**config.mk**
```make
export PLATFORM = sky130hd
export DESIGN_NAME = dmem_arbiter_flat
export DESIGN_NICKNAME = d
export VERILOG_FILES = /design/src/rtl/dmem_arbiter_if.sv /design/src/rtl/dmem_arbiter.sv /design/src/flat_wrapper.sv
export SDC_FILE = /design/constraint.sdc
export NUM_CORES = 1
export LEC_CHECK = 0
export CAP_MARGIN = 20
export CELL_PAD_IN_SITES_DETAIL_PLACEMENT = 1
export CELL_PAD_IN_SITES_GLOBAL_PLACEMENT = 1
export CORE_AREA = 2 2 120 122
export DETAILED_ROUTE_END_ITERATION = 16
export DIE_AREA = 0 0 122 124
export PLACE_DENSITY_LB_ADDON = 0.08
export SKIP_CTS_REPAIR_TIMING = 1
export SYNTH_ARGS = -nofsm -noshare
export SYNTH_HDL_FRONTEND = slang
export SYNTH_SLANG_ARGS = --single-unit
```
**constraint.sdc**
```tcl
create_clock -name clk -period 1.6 [get_ports clk]
set_clock_uncertainty 0.05 [all_clocks]
set_input_delay 0.24 -clock clk [delete_from_list [all_inputs] [get_ports clk]]
set_output_delay 0.24 -clock clk [all_outputs]
set_load 0.01 [all_outputs]
```
**src/rtl/dmem_arbiter_if.sv**
```systemverilog
// Bus bundle between the data-memory arbiter and its two requesters plus the shared memory port.
// The slave modport is the arbiter's view; the master modport is the surrounding pipeline/loader/memory.
interface dmem_arbiter_if #(
    parameter int DM_ADDRESS = 9,
    parameter int DATA_W     = 32
);
    logic                  core_req;
    logic                  core_we;
    logic [DM_ADDRESS-1:0] core_addr;
    logic [DATA_W-1:0]     core_wdata;
    logic [2:0]            core_funct3;
    logic                  core_stall;
    logic [DATA_W-1:0]     core_rdata;
    logic                  core_rvalid;

    logic                  dbg_req;
    logic                  dbg_we;
    logic                  dbg_lock;
    logic [DM_ADDRESS-1:0] dbg_addr;
    logic [DATA_W-1:0]     dbg_wdata;
    logic [2:0]            dbg_funct3;
    logic                  dbg_gnt;
    logic [DATA_W-1:0]     dbg_rdata;
    logic                  dbg_rvalid;

    logic                  mem_rd;
    logic                  mem_wr;
    logic [DM_ADDRESS-1:0] mem_addr;
    logic [DATA_W-1:0]     mem_wdata;
    logic [2:0]            mem_funct3;
    logic [DATA_W-1:0]     mem_rdata;

    modport slave (
        input  core_req, core_we, core_addr, core_wdata, core_funct3,
        input  dbg_req, dbg_we, dbg_lock, dbg_addr, dbg_wdata, dbg_funct3,
        input  mem_rdata,
        output core_stall, core_rdata, core_rvalid,
        output dbg_gnt, dbg_rdata, dbg_rvalid,
        output mem_rd, mem_wr, mem_addr, mem_wdata, mem_funct3
    );

    modport master (
        output core_req, core_we, core_addr, core_wdata, core_funct3,
        output dbg_req, dbg_we, dbg_lock, dbg_addr, dbg_wdata, dbg_funct3,
        output mem_rdata,
        input  core_stall, core_rdata, core_rvalid,
        input  dbg_gnt, dbg_rdata, dbg_rvalid,
        input  mem_rd, mem_wr, mem_addr, mem_wdata, mem_funct3
    );
endinterface

```
**src/rtl/dmem_arbiter.sv**
```systemverilog
// Shares one data-memory port between the core MEM stage and the debug loader, core first by default.
// Build option DMEM_ARB_STARVE_EN adds a starvation counter that forces a debug grant at STARVE_LIM.
module dmem_arbiter #(
    parameter int DM_ADDRESS = 9,
    parameter int DATA_W     = 32,
    parameter int STARVE_LIM = 4
) (
    input logic           clk,
    input logic           reset,
    dmem_arbiter_if.slave io_bus
);
    typedef enum logic [1:0] {IDLE, CORE, DBG, DBG_LOCK} state_t;

    state_t            r_state;
    state_t            w_nextState;
    logic              w_coreGnt;
    logic              w_dbgGnt;
    logic              w_forceDbg;
    logic              r_rdPend;
    logic              r_rdOwnerDbg;
    logic              w_coreRvalid;
    logic              w_dbgRvalid;
    logic [DATA_W-1:0] r_coreRdata;
    logic [DATA_W-1:0] r_dbgRdata;

`ifdef DMEM_ARB_STARVE_EN
    localparam int CW = $clog2(STARVE_LIM + 1);
    logic [CW-1:0] r_starveCnt;

    always_ff @(posedge clk) begin
        if (reset) begin
            r_starveCnt <= '0;
        end else if (w_dbgGnt) begin
            r_starveCnt <= '0;
        end else if (io_bus.dbg_req && (r_starveCnt != CW'(STARVE_LIM))) begin
            r_starveCnt <= r_starveCnt + CW'(1);
        end
    end

    assign w_forceDbg = (r_starveCnt == CW'(STARVE_LIM));
`else
    // Strict core priority: the limit can never be reached, so debug is never forced.
    assign w_forceDbg = (STARVE_LIM < 0);
`endif

    always_ff @(posedge clk) begin
        if (reset) begin
            r_state <= IDLE;
        end else begin
            r_state <= w_nextState;
        end
    end

    always_comb begin
        w_nextState = r_state;
        w_coreGnt   = 1'b0;
        w_dbgGnt    = 1'b0;
        if (reset) begin
            w_nextState = IDLE;
        end else begin
            case (r_state)
                DBG_LOCK: begin
                    w_dbgGnt    = io_bus.dbg_req;
                    w_nextState = io_bus.dbg_lock ? DBG_LOCK : IDLE;
                end
                default: begin
                    if (io_bus.dbg_req && (w_forceDbg || !io_bus.core_req)) begin
                        w_dbgGnt    = 1'b1;
                        w_nextState = io_bus.dbg_lock ? DBG_LOCK : DBG;
                    end else if (io_bus.core_req) begin
                        w_coreGnt   = 1'b1;
                        w_nextState = CORE;
                    end else begin
                        w_nextState = IDLE;
                    end
                end
            endcase
        end
    end

    assign io_bus.core_stall = io_bus.core_req && !w_coreGnt && !reset;
    assign io_bus.dbg_gnt    = w_dbgGnt;
    assign io_bus.mem_rd     = (w_coreGnt && !io_bus.core_we) || (w_dbgGnt && !io_bus.dbg_we);
    assign io_bus.mem_wr     = (w_coreGnt && io_bus.core_we) || (w_dbgGnt && io_bus.dbg_we);
    assign io_bus.mem_addr   = w_coreGnt ? io_bus.core_addr
                             : (w_dbgGnt ? io_bus.dbg_addr : {DM_ADDRESS{1'b0}});
    assign io_bus.mem_wdata  = w_coreGnt ? io_bus.core_wdata
                             : (w_dbgGnt ? io_bus.dbg_wdata : {DATA_W{1'b0}});
    assign io_bus.mem_funct3 = w_coreGnt ? io_bus.core_funct3
                             : (w_dbgGnt ? io_bus.dbg_funct3 : 3'b000);

    // The owner tag remembers who issued last cycle's read so the returning data goes to them.
    always_ff @(posedge clk) begin
        if (reset) begin
            r_rdPend     <= 1'b0;
            r_rdOwnerDbg <= 1'b0;
        end else begin
            r_rdPend     <= (w_coreGnt && !io_bus.core_we) || (w_dbgGnt && !io_bus.dbg_we);
            r_rdOwnerDbg <= w_dbgGnt;
        end
    end

    assign w_coreRvalid = r_rdPend && !r_rdOwnerDbg && !reset;
    assign w_dbgRvalid  = r_rdPend && r_rdOwnerDbg && !reset;

    always_ff @(posedge clk) begin
        if (reset) begin
            r_coreRdata <= '0;
            r_dbgRdata  <= '0;
        end else begin
            if (w_coreRvalid) begin
                r_coreRdata <= io_bus.mem_rdata;
            end
            if (w_dbgRvalid) begin
                r_dbgRdata <= io_bus.mem_rdata;
            end
        end
    end

    assign io_bus.core_rvalid = w_coreRvalid;
    assign io_bus.dbg_rvalid  = w_dbgRvalid;
    assign io_bus.core_rdata  = reset ? '0 : (w_coreRvalid ? io_bus.mem_rdata : r_coreRdata);
    assign io_bus.dbg_rdata   = reset ? '0 : (w_dbgRvalid ? io_bus.mem_rdata : r_dbgRdata);
endmodule

```
**src/flat_wrapper.sv**
```systemverilog
// flat-port wrapper written by rule: the top's interface ports become plain ports
module dmem_arbiter_flat 
#(
    parameter int DM_ADDRESS = 9,
    parameter int DATA_W     = 32,
    parameter int STARVE_LIM = 4
)
  (clk, reset, io_bus_core_req, io_bus_core_we, io_bus_core_addr, io_bus_core_wdata, io_bus_core_funct3, io_bus_dbg_req, io_bus_dbg_we, io_bus_dbg_lock, io_bus_dbg_addr, io_bus_dbg_wdata, io_bus_dbg_funct3, io_bus_mem_rdata, io_bus_core_stall, io_bus_core_rdata, io_bus_core_rvalid, io_bus_dbg_gnt, io_bus_dbg_rdata, io_bus_dbg_rvalid, io_bus_mem_rd, io_bus_mem_wr, io_bus_mem_addr, io_bus_mem_wdata, io_bus_mem_funct3);
  dmem_arbiter_if #(.DM_ADDRESS(DM_ADDRESS), .DATA_W(DATA_W)) io_bus_i ();
  input logic clk;
  input logic reset;
  input wire logic [$bits(io_bus_i.core_req)-1:0] io_bus_core_req;
  input wire logic [$bits(io_bus_i.core_we)-1:0] io_bus_core_we;
  input wire logic [$bits(io_bus_i.core_addr)-1:0] io_bus_core_addr;
  input wire logic [$bits(io_bus_i.core_wdata)-1:0] io_bus_core_wdata;
  input wire logic [$bits(io_bus_i.core_funct3)-1:0] io_bus_core_funct3;
  input wire logic [$bits(io_bus_i.dbg_req)-1:0] io_bus_dbg_req;
  input wire logic [$bits(io_bus_i.dbg_we)-1:0] io_bus_dbg_we;
  input wire logic [$bits(io_bus_i.dbg_lock)-1:0] io_bus_dbg_lock;
  input wire logic [$bits(io_bus_i.dbg_addr)-1:0] io_bus_dbg_addr;
  input wire logic [$bits(io_bus_i.dbg_wdata)-1:0] io_bus_dbg_wdata;
  input wire logic [$bits(io_bus_i.dbg_funct3)-1:0] io_bus_dbg_funct3;
  input wire logic [$bits(io_bus_i.mem_rdata)-1:0] io_bus_mem_rdata;
  output wire logic [$bits(io_bus_i.core_stall)-1:0] io_bus_core_stall;
  output wire logic [$bits(io_bus_i.core_rdata)-1:0] io_bus_core_rdata;
  output wire logic [$bits(io_bus_i.core_rvalid)-1:0] io_bus_core_rvalid;
  output wire logic [$bits(io_bus_i.dbg_gnt)-1:0] io_bus_dbg_gnt;
  output wire logic [$bits(io_bus_i.dbg_rdata)-1:0] io_bus_dbg_rdata;
  output wire logic [$bits(io_bus_i.dbg_rvalid)-1:0] io_bus_dbg_rvalid;
  output wire logic [$bits(io_bus_i.mem_rd)-1:0] io_bus_mem_rd;
  output wire logic [$bits(io_bus_i.mem_wr)-1:0] io_bus_mem_wr;
  output wire logic [$bits(io_bus_i.mem_addr)-1:0] io_bus_mem_addr;
  output wire logic [$bits(io_bus_i.mem_wdata)-1:0] io_bus_mem_wdata;
  output wire logic [$bits(io_bus_i.mem_funct3)-1:0] io_bus_mem_funct3;
  assign io_bus_i.core_req = io_bus_core_req;
  assign io_bus_i.core_we = io_bus_core_we;
  assign io_bus_i.core_addr = io_bus_core_addr;
  assign io_bus_i.core_wdata = io_bus_core_wdata;
  assign io_bus_i.core_funct3 = io_bus_core_funct3;
  assign io_bus_i.dbg_req = io_bus_dbg_req;
  assign io_bus_i.dbg_we = io_bus_dbg_we;
  assign io_bus_i.dbg_lock = io_bus_dbg_lock;
  assign io_bus_i.dbg_addr = io_bus_dbg_addr;
  assign io_bus_i.dbg_wdata = io_bus_dbg_wdata;
  assign io_bus_i.dbg_funct3 = io_bus_dbg_funct3;
  assign io_bus_i.mem_rdata = io_bus_mem_rdata;
  assign io_bus_core_stall = io_bus_i.core_stall;
  assign io_bus_core_rdata = io_bus_i.core_rdata;
  assign io_bus_core_rvalid = io_bus_i.core_rvalid;
  assign io_bus_dbg_gnt = io_bus_i.dbg_gnt;
  assign io_bus_dbg_rdata = io_bus_i.dbg_rdata;
  assign io_bus_dbg_rvalid = io_bus_i.dbg_rvalid;
  assign io_bus_mem_rd = io_bus_i.mem_rd;
  assign io_bus_mem_wr = io_bus_i.mem_wr;
  assign io_bus_mem_addr = io_bus_i.mem_addr;
  assign io_bus_mem_wdata = io_bus_i.mem_wdata;
  assign io_bus_mem_funct3 = io_bus_i.mem_funct3;
  dmem_arbiter #(.DM_ADDRESS(DM_ADDRESS), .DATA_W(DATA_W), .STARVE_LIM(STARVE_LIM)) u_core (.clk(clk), .reset(reset), .io_bus(io_bus_i));
endmodule
```
Word-level counts from Yosys, hierarchy flattened. Index checks and enable logic that the tools add are counted.

Bits in registers: 68. Input port bits: 127. Output and inout port bits: 114. Logic and storage cells: 47.

Equal/unequal tests: 1. Multiplexer cells: 22. Reductions and logical operators: 19.

Operator list (number): $mux W32 (6); $mux W9 (2); $logic_and A1 B1 Y1 (11); $mux W1 (9); $logic_not A1 Y1 (6); $mux W2 (3); $mux W3 (2); $eq A2 B2 Y1 const B (1); $logic_or A1 B1 Y1 (2).

Longest topological paths before layout. Gate-level depths: netlist of run 1.

Word-level depth: 8. Depth in mapped cells: 5. Gate-level depth less buffers: 3.

Worst setup path before layout of run 1. Ideal clock, no wire load.

Path kind: flip-flop to output port. From: register u_core.r_rdPend. To: output port io_bus_core_rdata[11]. Data arrival time: 1.205 ns. Required time: 1.310 ns. Slack: 0.105 ns. Cell stages (with the launch flop): 6. Buffers on the path: 2. Cells stage by stage: dfxtp_1 nor2b_1 clkbuf_1 clkbuf_1 nand2_1 a21oi_1.

Word-level cells in the longest chain between the ends: 4.

RTL lines: start, declared (RTL line dmem_arbiter.sv:19) `logic r_rdPend;`; start signal, assigned (RTL line dmem_arbiter.sv:98) `r_rdPend <= (w_coreGnt && !io_bus.core_we) || (w_dbgGnt && !io_bus.dbg_we);`; $logic_and A1 B1 Y1 (2 in series) (RTL line dmem_arbiter.sv:103) `assign w_coreRvalid = r_rdPend && !r_rdOwnerDbg && !reset;`; $mux W32 (2 in series) (RTL line dmem_arbiter.sv:122) `assign io_bus.core_rdata = reset ? '0 : (w_coreRvalid ? io_bus.mem_rdata : r_coreRdata);`; end, declared (RTL line flat_wrapper.sv:25) `output wire logic [$bits(io_bus_i.core_rdata)-1:0] io_bus_core_rdata;`.

No other way between the ends.

Worst setup path in the final report of run 1.
From: register u_core.r_state[1]. To: output port io_bus_mem_wdata[25].

Word-level cells in the longest chain between the ends: 5. Elaborated cells on any way between the ends: 7. Those cells by class: eq/ne: 1; mux: 6.

RTL lines: start, declared (RTL line dmem_arbiter.sv:14) `state_t r_state;`; start signal, assigned (RTL line dmem_arbiter.sv:50) `r_state <= w_nextState;`; $eq A2 B2 Y1 * (RTL line dmem_arbiter.sv:61) `case (r_state)`; $mux W1 (RTL line dmem_arbiter.sv:61); $mux W1 (RTL line dmem_arbiter.sv:58) `if (reset) begin`; $mux W32 (RTL line dmem_arbiter.sv:88) `: (w_dbgGnt ? io_bus.dbg_wdata : {DATA_W{1'b0}});`; $mux W32 * (RTL line dmem_arbiter.sv:87) `assign io_bus.mem_wdata = w_coreGnt ? io_bus.core_wdata`; end, declared (RTL line flat_wrapper.sv:33) `output wire logic [$bits(io_bus_i.mem_wdata)-1:0] io_bus_mem_wdata;`.

Mark *: on every way between the ends. The rest lies on a longest branch, timed or not.

==> results of run 1 <==
==> final timing paths <==
path / start / to / slack (ns) / cells past startpoint
max: u_core.r_state[1] / io_bus_mem_wdata[25] / -0.36 / 5
min: io_bus_core_req / u_core.r_state[1] / 0.24 / 3
max reg2reg: u_core.r_state[1] / u_core.r_rdPend / 0.11 / 5
min reg2reg: u_core.r_dbgRdata[2] / u_core.r_dbgRdata[2] / 0.40 / 2
==> registers in the layout (all words and copies together) (netlist names) <==
name                 flops
u_core.r_rdOwnerDbg      1
u_core.r_state           2
u_core.r_dbgRdata       32
u_core.r_coreRdata      32
u_core.r_rdPend          1
==> worst max-delay path: cells and delay by family (launching register included) <==
| family | cells | cell delay [ns] |
|---|---|---|
| flops | 1 | 0.33 |
| buf+inv | 2 | 0.32 |
| compound gates | 2 | 0.44 |
| simple gates | 1 | 0.25 |
==> layout by cell type, fill, tap and decap left out <==
| cell | Yosys | layout |
|---|---|---|
| sky130_fd_sc_hd__inv_6 | 0 | 2 |
| sky130_fd_sc_hd__nand2_4 | 0 | 31 |
| sky130_fd_sc_hd__a21bo_4 | 0 | 1 |
| sky130_fd_sc_hd__a21oi_1 | 66 | 3 |
| sky130_fd_sc_hd__dfxtp_1 | 68 | 64 |
| sky130_fd_sc_hd__o21ai_0 | 1 | 1 |
| sky130_fd_sc_hd__inv_1 | 2 | 2 |
| sky130_fd_sc_hd__bufinv_16 | 0 | 1 |
| sky130_fd_sc_hd__dfxtp_4 | 0 | 2 |
| sky130_fd_sc_hd__nor3b_2 | 0 | 1 |
| sky130_fd_sc_hd__clkinv_2 | 0 | 1 |
| sky130_fd_sc_hd__a22o_1 | 47 | 47 |
| sky130_fd_sc_hd__buf_8 | 0 | 2 |
| sky130_fd_sc_hd__clkdlybuf4s50_1 | 0 | 124 |
| sky130_fd_sc_hd__nor2_4 | 0 | 1 |
| sky130_fd_sc_hd__nand2_2 | 0 | 2 |
| sky130_fd_sc_hd__and3b_1 | 2 | 1 |
| sky130_fd_sc_hd__buf_4 | 0 | 16 |
| sky130_fd_sc_hd__nor2_1 | 3 | 2 |
| sky130_fd_sc_hd__and2_4 | 0 | 1 |
| sky130_fd_sc_hd__dlymetal6s2s_1 | 0 | 3 |
| sky130_fd_sc_hd__clkinvlp_4 | 0 | 3 |
| sky130_fd_sc_hd__and3b_4 | 0 | 1 |
| sky130_fd_sc_hd__buf_6 | 3 | 20 |
| sky130_fd_sc_hd__clkbuf_2 | 0 | 2 |
| sky130_fd_sc_hd__a21oi_2 | 0 | 56 |
| sky130_fd_sc_hd__and2_1 | 2 | 1 |
| sky130_fd_sc_hd__a21oi_4 | 0 | 7 |
| sky130_fd_sc_hd__clkbuf_16 | 0 | 15 |
| sky130_fd_sc_hd__dfxtp_2 | 0 | 2 |
| sky130_fd_sc_hd__nand2b_4 | 0 | 1 |
| sky130_fd_sc_hd__nor2b_4 | 0 | 1 |
| sky130_fd_sc_hd__nand2_1 | 131 | 98 |
| sky130_fd_sc_hd__nand3b_1 | 1 | 1 |
| sky130_fd_sc_hd__buf_12 | 0 | 11 |
| sky130_fd_sc_hd__buf_2 | 13 | 91 |
==> metrics by stage <==
step	setup slack [ns]	setup TNS, ns	instance area [um^2]	hold WS [ns]
after floorplan	0.105	0	2850	0.326
after global placement	-0.821	-60.18	5560	0.396
after detailed placement	-0.850	-62.08	5560	0.402
after CTS	-0.867	-83.52	5860	0.209
after global routing	-0.408	-33.58	6280	0.259
final	-0.360	-25.15	6280	0.240
==> report_power, final <==
group          switching, W  internal (W)  leakage (nW)
sequential        0.0000182       0.00174         0.554
clock              0.000786       0.00121         0.138
combinational      0.000444      0.000565          2.10
==> final cells by class <==
class | count | area share
multi-input cells | 257 | 0.300
clock inverters | 7 | 0.0120
flip-flops and latches | 68 | 0.218
clock buffers | 9 | 0.0359
repair buffers | 275 | 0.397
inverters | 2 | 0.00120
well taps | 180 | 0.0359
==> per-layer routing <==
metal,GRT usage,up-vias,part of all wire
met2,0.313,134,0.54
met3,0.0650,12,0.083
li1,-,1736,-
met4,0.0575,0,0.013
met1,0.183,1746,0.37
met5,0,-,0
==> synth_stat cells (all sizes together) <==
| master | n | area share |
|---|---|---|
| nand2b | 1 | 0.0022 |
| a22o | 47 | 0.14 |
| a21bo | 1 | 0.0035 |
| buf | 16 | 0.035 |
| o21ai | 1 | 0.0018 |
| nor2b | 1 | 0.0022 |
| nand2 | 131 | 0.17 |
| nor2 | 3 | 0.0040 |
| and3b | 2 | 0.0061 |
| nand3b | 1 | 0.0026 |
| a21oi | 66 | 0.12 |
| and2 | 2 | 0.0044 |
| dfxtp | 68 | 0.48 |
| inv | 2 | 0.0026 |
| nor3b | 1 | 0.0026 |
| clkbuf | 17 | 0.022 |
==> cell families after synthesis <==
kind of cell	Yosys count	share of synthesized area
and+or+nand+nor	142	0.197
buffers and inverters	35	0.0597
AOI/OAI and AO/OA	115	0.266
DFF	68	0.478
==> results by stage, run 1 <==
Logic synthesis:
- For this run, the register share of the synthesized area comes to 0.478.
- The post-synthesis sequential element count is 68.
- Summing every instance area after synthesis gives 2850 um^2.
- In this run the mean area of a mapped cell was about 8 um^2.
- Yosys printed 0 warnings.
- Counting every net in the synthesized netlist gives 487.
- The gate count of the mapped netlist is 360.
- The netlist uses 17 different library cells.

STA:
- The count of endpoints failing hold in the final timing report is 0.
- The upper clock frequency limit is approximately 510 MHz.
- Setup violations remaining at the end of the flow were counted as 111.
- The count of final max-slew check failures is 0.
- The time the final worst path needs with I/O delays and setup is 1.96 ns.
- The relative slew slack is 0.544.
- The fraction of the cycle the final worst path needs is 1.23.
- Setup repair after global routing could not meet its margin everywhere.
- The actual slew at the worst max-slew pin is between 0.6 and 0.7 ns.
- The post-layout worst setup margin is -0.360 ns.

Final layout:
- Fill cells in the final layout number about 1600.
- The area taken by multi-input logic gates is 1880 um^2.
- The area occupied by registers is between 1000 and 1500 um^2.
- From synthesis to final layout, the design area changed by 120%.
- The core utilization of the finished layout is 0.458.
- The total inserted antenna cells is 0.
- The final instance count without filler cells is 798.
- The fraction of final layout cells sized beyond drive strength 1 is 0.439.
- After the last flow step, the layout net total stands at 740.

GRT:
- The number of global-route vias before repair is 3770.
- The number of antenna violations at the first check in global routing was 0.
- Entering global routing, the biggest net connects 67 pins.
- The global routing usage summed across all routing layers is 0.172.
- The global-route wire length before repair is approximately 20 mm.
- The overflow left after global routing is 0.

Die:
- For this configuration, the core starts out at a cell density of 0.208.
- The number of placed I/O pins is roughly 240.
- The core region is approximately 14000 um^2.
- The die is 124 um tall.
- The cell row count is 43.
- Measured along the x axis, the die boundary spans between 100 and 150 um.
- The die footprint is roughly 15000 um^2.

Clock tree:
- The root buffer cell chosen for the clock tree is sky130_fd_sc_hd__clkbuf_16.
- The maximum clock insertion buffer count is 2.
- Buffers inserted during clock tree synthesis total 9.
- The clock tree synthesis step divided the H-tree into 3 levels.
- The clock-pin slew on the worst setup and hold paths is 0.06 ns.
- The clock sink count is just under 70.
- TritonCTS built the clock tree.
- At the later pin of the worst-skew pair, clock insertion delay measures ~0.32 ns.

Setup path:
- The worst setup path is captured at an output port.
- The critical path goes through a21bo_4, and3b_4, clkbuf_16, a22o_1, buf_2.
- The worst path required time is roughly 1.3 ns.
- The longest individual stage delay on the worst path is between 0.3 and 0.4 ns.
- STA classifies the critical path startpoint as a flip-flop.
- The data arrival time at the worst-slack endpoint is ~1.7 ns.
- The worst setup path is of the flip-flop to output port kind.
- On the critical path, the stage with the largest delay is an instance of sky130_fd_sc_hd__dfxtp_2.
- In this run the worst path has a maximum fanout of 7.

Drt:
- The per-cell routed wire length is roughly 18 um.
- The via count normalized by instance count is between 4 and 5.
- The final layout contains routed wiring with a total length of between 10 and 15 mm.
- The final routed DRC violation total is 0.
- The pre-antenna-repair detailed-routing pass consisted of 4 iterations.
- The detail route stage leaves a number of antenna-violating nets equal to 0.
- The vias after detailed routing is roughly 3600.
- The first routing iteration left between 100 and 150 violations.

Run status:
- The final reports fail on setup timing.
- The run finished, with violations left.

Placement:
- After legalization and detailed placement, the total HPWL measured between 10 and 15 mm.
- The count of buffers from port buffering is 240.
- Once placement completed, the tool counted placed cells totaling 765.
- The congestion estimate from routability-driven global placement came to between 0.8 and 0.9.

Pwr:
- The total design power is 0.00477 W.
- The worst supply voltage drop on vdd is ~450 uV.
- The total power divided by cell area is 760 nW/um^2.
- The static power due to leakage is between 2 and 3 nW.

Run:
- The number of max-cap violations is 0.

Hold path:
- The path class of the tightest hold or removal check is primary input to flip-flop.
Power figures use the tool's default switching activity.
==> run 2, diff against run 1 <==
--- a/config.mk
+++ b/config.mk
@@ -5,7 +5,6 @@
 export SDC_FILE = /design/constraint.sdc
 export NUM_CORES = 1
 export LEC_CHECK = 0
-export CAP_MARGIN = 20
 export CELL_PAD_IN_SITES_DETAIL_PLACEMENT = 1
 export CELL_PAD_IN_SITES_GLOBAL_PLACEMENT = 1
 export CORE_AREA = 2 2 120 122
==> results of run 2 <==
No change in the layout: final DEF, timing and power equal those of run 1.
